## src/rtl/imem_loader.sv

```systemverilog
// imem_loader: assembles a length-prefixed little-endian byte stream into 32-bit IM writes, holding the core until done
module imem_loader #(
  parameter int DEPTH = 32,
  parameter int CNT_W = 16
) (
  input  logic             clk,
  input  logic             reset,
  input  logic             start,
  input  logic             in_valid,
  input  logic [7:0]       in_data,
  output logic             in_ready,
  output logic             imem_we,
  output logic [31:0]      imem_addr,
  output logic [31:0]      imem_wdata,
  output logic             cpu_hold,
  output logic             done,
  output logic             err,
  output logic [CNT_W-1:0] words_loaded
);
  localparam logic [2:0] IDLE   = 3'd0;
  localparam logic [2:0] LEN_LO = 3'd1;
  localparam logic [2:0] LEN_HI = 3'd2;
  localparam logic [2:0] DATA   = 3'd3;
  localparam logic [2:0] WRITE  = 3'd4;
  localparam logic [2:0] DONE   = 3'd5;
  localparam logic [2:0] ERR    = 3'd6;
  logic [2:0]       state;
  logic [CNT_W-1:0] len;
  logic [CNT_W-1:0] n_hdr;
  logic [7:0]       len_lo;
  logic [1:0]       byte_idx;
  logic [23:0]      part;
  logic             acc;
  assign in_ready = state == LEN_LO || state == LEN_HI || state == DATA;
  assign imem_we  = state == WRITE;
  assign done     = state == DONE;
  assign err      = state == ERR;
  assign cpu_hold = state != DONE;
  assign acc      = in_valid && in_ready;
  assign n_hdr    = CNT_W'({in_data, len_lo});
  always_ff @(posedge clk or posedge reset) begin
    if (reset) begin
      state        <= IDLE;
      len          <= '0;
      len_lo       <= '0;
      byte_idx     <= '0;
      part         <= '0;
      imem_addr    <= '0;
      imem_wdata   <= '0;
      words_loaded <= '0;
    end else begin
      case (state)
        IDLE, DONE, ERR: if (start) begin
          state        <= LEN_LO;
          words_loaded <= '0;
          byte_idx     <= '0;
        end
        LEN_LO: if (acc) begin
          len_lo <= in_data;
          state  <= LEN_HI;
        end
        LEN_HI: if (acc) begin
          len   <= n_hdr;
          state <= n_hdr == '0 ? DONE : n_hdr > CNT_W'(DEPTH) ? ERR : DATA;
        end
        DATA: if (acc) begin
          byte_idx <= byte_idx + 2'd1;
          part     <= {in_data, part[23:8]};
          if (byte_idx == 2'd3) begin
            imem_wdata <= {in_data, part};
            imem_addr  <= 32'(words_loaded) << 2;
            state      <= WRITE;
          end
        end
        WRITE: begin
          words_loaded <= words_loaded + 1'b1;
          state        <= words_loaded + 1'b1 == len ? DONE : DATA;
        end
        default: state <= IDLE;
      endcase
    end
  end
endmodule
```

## config.mk

```make
export PLATFORM = sky130hd
export DESIGN_NAME = imem_loader
export DESIGN_NICKNAME = d
export VERILOG_FILES = /design/src/rtl/imem_loader.sv
export SDC_FILE = /design/constraint.sdc
export NUM_CORES = 1
export LEC_CHECK = 0
export CAP_MARGIN = 40
export CELL_PAD_IN_SITES_DETAIL_PLACEMENT = 0
export CELL_PAD_IN_SITES_GLOBAL_PLACEMENT = 1
export CORE_ASPECT_RATIO = 0.7
export CORE_MARGIN = 5
export CORE_UTILIZATION = 35
export DETAILED_ROUTE_END_ITERATION = 6
export PLACE_DENSITY_LB_ADDON = 0.15
export SYNTH_ARGS = -nofsm -noshare
export SYNTH_HDL_FRONTEND = slang
export SYNTH_SLANG_ARGS = --single-unit
```

## constraint.sdc

```tcl
create_clock -name clk -period 3.86 [get_ports clk]
set_clock_uncertainty 0.1 [all_clocks]
set_input_delay 0.772 -clock clk [delete_from_list [all_inputs] [get_ports clk]]
set_output_delay 0.772 -clock clk [all_outputs]
set_load 0.01 [all_outputs]
```

==> results of run 1 <==
## metrics by stage
step / area (sq um) / util [%] / power, uW / hold WS [ps] / worst slack (ps)
floorplan: 5510 / - / 2880 / 357 / 1310
global placement: 6440 / 41.8 / 3420 / 369 / 994
detailed placement: 6440 / 41.8 / 3460 / 374 / 958
CTS: 7080 / 45.9 / 5170 / 386 / 851
global route: 7080 / 45.9 / 5410 / 404 / 742
finish: 7080 / 45.9 / 5090 / 381 / 854
## tightest hold or removal path, stage by stage (launching register included)
cell and delay, ps:
dfrtp_1 340, nand2_1 50, o21ai_0 60
## area by class of cell
type / count / share of cell area (%)
Timing Repair Buffer: 90 / 12.7
Clock buffer: 23 / 6.89
Tap cell: 200 / 3.54
Sequential cell: 117 / 41.4
Clock inverter: 8 / 2.07
Inverter: 9 / 0.530
Multi-Input combinational cell: 303 / 32.9
## cell families (layout without fill, tap and decap cells)
logic type | after synthesis | after routing | synth area share (%)
flip-flops | 117 | 117 | 53.8
AND/OR/NAND/NOR | 99 | 99 | 9.63
multiplexers | 97 | 97 | 20.0
AO/OA/AOI/OAI | 67 | 67 | 7.99
buffers and inverters | 48 | 130 | 4.55
XOR/XNOR | 22 | 22 | 3.54
adder cells (fa/ha/maj) | 2 | 2 | 0.459
other | 1 | 16 | 0.0689
## final timing paths
path | from | endpoint | slack (ps) | cells past startpoint
min in group asynchronous | reset | words_loaded[13] | 720 | 2
worst min register to register | imem_addr[8] | imem_addr[8] | 380 | 2
worst max register to register | words_loaded[0] | state[1] | 910 | 7
worst min-delay path | imem_addr[8] | imem_addr[8] | 380 | 2
worst max-delay path | state[0] | imem_we | 850 | 5
max in group asynchronous | reset | len[6] | 2100 | 4
## registers in the layout, summed over array words and instances (netlist names)
name / cells
imem_wdata: 32
part: 24
imem_addr: 16
len: 16
words_loaded: 16
len_lo: 8
state: 3
byte_idx: 2
## metal layers
layer | track usage (%) | up-vias | wire length, microns
met5 | 0 | - | 0
met1 | 21.8 | 1896 | 6330
li1 | - | 1766 | -
met3 | 3.81 | 17 | 688
met4 | 4.43 | 0 | 156
met2 | 20.8 | 100 | 5440
## power breakdown
group	total [uW]	leakage, uW	switching (uW)	internal (uW)
Clock	1670	0.000309	528	1140
Combinational	1430	0.00126	594	839
Sequential	1980	0.00153	353	1630
Total	5090	0.00310	1480	3610
## layout by cell type (no fill, tap or decap), types with 8 or more instances in the layout
cell             count
conb_1              16
nand2_1             25
mux2_2              95
nand3_1              9
clkdlybuf4s50_1     80
buf_4                8
dfrtp_1            117
xnor2_1             16
o21ai_0             29
nor2_1              24
clkbuf_16           17
inv_1                8
==> results by group, run 1 <==
Pwr
  • Maximum vdd ir drop: 0.000347 V
  • Leak: 0.00310 uW
  • Pwr dens: 719 nW/um^2

Final layout
  • Fill count: 1428
  • Ratio of cells with drive above 1 in the final layout: 25.8%
  • Final net count: 552
  • Seq. cell area: 2930 sq um
  • Diode count: 0
  • Multi-input gate area: 2330 sq um
  • Area Growth Syn to Fin: 30.0%
  • Non-Filler Instances: 750

Place
  • Routability-driven placement congestion ratio: 0.799
  • Post-DP HPWL: 8870 microns
  • Post-Place Cells: 719
  • PortBufs: 80

Hold path
  • Worst hold path class: reg -> reg

STA
  • Setup violations, final: 0
  • TNS Setup: 0 ps
  • Worst slew margin: 56.5%
  • Pins Over Slew Limit: 0
  • Period Utilization, post-route: 77.9%
  • Max Clk Rate: 0.333 GHz
  • Hold violation count in the final report: 0
  • Worst-Margin Slew: 646 ps
  • RSZ-0062 raised after global routing: false
  • Minimum clock period: 3010 ps

Synthesis
  • Syn. warnings: 0
  • Top post-synthesis cells by count: 117 x dfrtp_1, 95 x mux2_2, 29 x o21ai_0
  • EDFF count, synth: 0
  • Mapped Area: 5450 sq um
  • Ys async rst share: 100%
  • Post-Synthesis Cells: 453
  • Syn avg cell area: 12.0 sq um
  • Count leader, synth: dfrtp_1
  • Primary FF master, synth: dfrtp_1
  • Seq/Total Area, Yosys: 53.8%
  • Top cells by area, synth: dfrtp_1 54%, mux2_2 20%, o21ai_0 2.7%
  • Synth area leader: dfrtp_1
  • Post-synth top area share: 53.8%
  • Yosys reg bits: 117
  • Number of library cell types mapped by synthesis: 52

CTS
  • CTS Hold Bufs: 0
  • Clk sinks: 117
  • Post-CTS setup buffer count: 0
  • CTS H-tree depth: 4
  • Clock-pin slew on the worst setup and hold paths: 50 ps
  • Clock tree buffer depth: 2
  • CTS tree: done
  • CTS root buffer: clkbuf_16
  • Worst skew pair latency: 400 ps
  • CTS Buf Count: 17
  • Resize count post-CTS: 0

Worst setup path
  • Slowest CP cell: dfrtp_1
  • Worst setup EP type: primary output
  • CP Class: reg -> out
  • Cell family with most CP delay: buffers and inverters
  • Crit path buf inv count: 3
  • Required @ worst endpoint: 2990 ps
  • Critical Path Max Stage Delay: 650 ps
  • Critical Path AT: 2130 ps
  • CP startpoint kind: flip-flop
  • CP cell instances: nor2_1, nand2_1, buf_4, inv_1, clkdlybuf4s50_1
  • Crit path max fanout: 21

GRT
  • Grt ovf: 0
  • Initial antenna violation count: 0
  • Global-route wire length before repair: 21200 microns
  • Pin count of the biggest net entering global routing: 51
  • Vias in the first global route: 3854
  • Global-route usage over all layers: 14.6%

Route
  • Detail Route Antenna Nets: 0
  • Starting DRT DRC Count: 140
  • DR WL/cell: 16.8 microns
  • Detailed Route WL: 12600 microns
  • DR vias: 3779
  • Drc violations: 0
  • DRT Pass-1 Iters: 4
  • Vias per inst: 5.04

Die
  • Top Ports: 97
  • Core area: 15400 sq um
  • Die area: 18200 sq um
  • Die Span Y: 114 microns
  • Initial core utilization: 35.4%
  • Row count: 38
  • Die X: 159 microns

Run
  • Max-cap check violation count: 0

Outcome
  • Outcome: completed
No activity file was read; power rests on OpenSTA's default activity.
==> run 2, diff against run 1 <==
==> constraint.sdc (replaced) <==
create_clock -name clk -period 2.9 [get_ports clk]
set_clock_uncertainty 0.1 [all_clocks]
set_input_delay 0.58 -clock clk [delete_from_list [all_inputs] [get_ports clk]]
set_output_delay 0.58 -clock clk [all_outputs]
set_load 0.01 [all_outputs]
==> results by group, run 2 (synthesis results as in run 1) <==
CTS
  • Worst skew pair latency: 410 ps
  • Post-CTS setup buffer count: 0
  • CTS root buffer: clkbuf_16
  • Clock tree buffer depth: 2
  • Clock-pin slew on the worst setup and hold paths: 60 ps
  • CTS Buf Count: 17
  • CTS tree: done
  • CTS H-tree depth: 4
  • Clk sinks: 117

Final layout
  • Biggest regs: imem_wdata x32, part x24
  • Fill count: 1415
  • Commonest non-fill, non-tap cells in the layout: 116 x dfrtp_1, 95 x mux2_2, 80 x clkdlybuf4s50_1
  • Diode count: 0
  • Final net count: 565
  • Non-Filler Instances: 764
  • Area Growth Syn to Fin: 31.9%
  • Max reg flops: 32
  • Most common cell after layout, fill and taps aside: dfrtp_1
  • Ratio of cells with drive above 1 in the final layout: 28.2%
  • Top reg by flops: imem_wdata

Worst setup path
  • Worst setup EP type: primary output
  • Slowest CP cell: dfrtp_1
  • Required @ worst endpoint: 2220 ps
  • Worst setup startpoint: state[2]
  • Critical Path Max Stage Delay: 650 ps
  • Crit path buf inv count: 2
  • Crit path max fanout: 15
  • Cell family with most CP delay: buffers and inverters
  • Reg2reg start: words_loaded[0]
  • Critical Path AT: 1990 ps
  • CP cell instances: inv_1, nor3_1, clkdlybuf4s50_1
  • CP startpoint kind: flip-flop
  • CP Class: reg -> out

Outcome
  • Outcome: completed

GRT
  • Pin count of the biggest net entering global routing: 33
  • Initial antenna violation count: 0
  • Global-route usage over all layers: 15.0%
  • Vias in the first global route: 3873
  • Global-route wire length before repair: 21700 microns
  • Grt ovf: 0

Route
  • Drc violations: 0
  • DRT Pass-1 Iters: 4
  • Vias per inst: 5.00
  • DR vias: 3822
  • Detailed Route WL: 13100 microns
  • Detail Route Antenna Nets: 0
  • DR WL/cell: 17.2 microns
  • Starting DRT DRC Count: 204

Die
  • Row count: 38
  • Die Span Y: 114 microns
  • Die area: 18200 sq um
  • Top Ports: 97
  • Die X: 159 microns
  • Core area: 15400 sq um
  • Initial core utilization: 35.4%

Place
  • Post-Place Cells: 732
  • PortBufs: 80
  • Routability-driven placement congestion ratio: 0.853
  • Post-DP HPWL: 9390 microns

STA
  • TNS Setup: 0 ps
  • Hold violation count in the final report: 0
  • Max Clk Rate: 0.374 GHz
  • Worst-Margin Slew: 688 ps
  • Setup violations, final: 0
  • Worst slew margin: 54.0%
  • RSZ-0062 raised after global routing: false
  • Hold WS: 385 ps
  • Period Utilization, post-route: 92.2%
  • Minimum clock period: 2670 ps
  • Pins Over Slew Limit: 0

Hold path
  • Worst hold path class: reg -> reg
  • Hold_sp: imem_addr[12]

Pwr
  • Maximum vdd ir drop: 0.000542 V
  • Pwr dens: 958 nW/um^2
  • Leak: 0.00316 uW

Run
  • Max-cap check violation count: 0
## run 2: cell count changes in the layout (fill, tap and decap cells not counted), sizes merged
cell,change
buf,+13
clkbuf,-6
inv,+5
clkinv,+2
## run 2: area by class of cell
class / instances / area, sq um / share of cell area [%]
repair buffers: 103 / 998 / 13.9
clock buffers: 17 / 425 / 5.92
clock inverters: 15 / 218 / 3.03
multi-input cells: 303 / 2330 / 32.4
well taps: 200 / 250 / 3.48
flip-flops and latches: 117 / 2930 / 40.8
inverters: 9 / 37.5 / 0.522
## run 2: worst reg2reg max path: cells and delay by family (launching register included)
family	cells	cell delay, ps
DFF	1	370
AOI/OAI and AO/OA	5	1520
and+or+nand+nor	1	180
adders and majority gates	1	340
## run 2: final timing paths
path	slack (ps)	endpoint	cells past startpoint
worst max-delay path	230	err	3
worst min-delay path	380	imem_addr[12]	2
worst max register to register	270	state[1]	7
worst min register to register	380	imem_addr[12]	2
max in group asynchronous	1550	part[7]	3
min in group asynchronous	530	part[11]	2
## run 2: layer usage
metal  vias to the layer above  wire length, microns  track usage [%]
met2                        94                  5580             20.8
met1                      1919                  6790             22.7
met3                         8                   641             4.28
li1                       1801                     -                -
met4                         0                   108             4.38
met5                         -                     0                0
## run 2: power breakdown
part / leakage (uW) / internal, uW / total, uW / switching, uW
clock network: 0.000311 / 1460 / 2270 / 808
registers: 0.00153 / 2170 / 2640 / 464
logic: 0.00133 / 1140 / 1980 / 840
## run 2: what timing repair did
action,in CTS,in global routing
resized for setup,0,1
hold buffers,0,0
endpoints found under the setup margin,0,1
## run 2: through the flow
stage,instance area [sq um],setup slack (ps),util (%),total power [uW]
2_1_floorplan,5510,346,-,3830
3_3_place_gp,6540,361,42.5,4610
3_5_place_dp,6540,318,42.5,4650
4_1_cts,7180,138,46.6,6970
5_1_grt,7190,88.6,46.6,7310
6_report,7190,226,46.6,6890
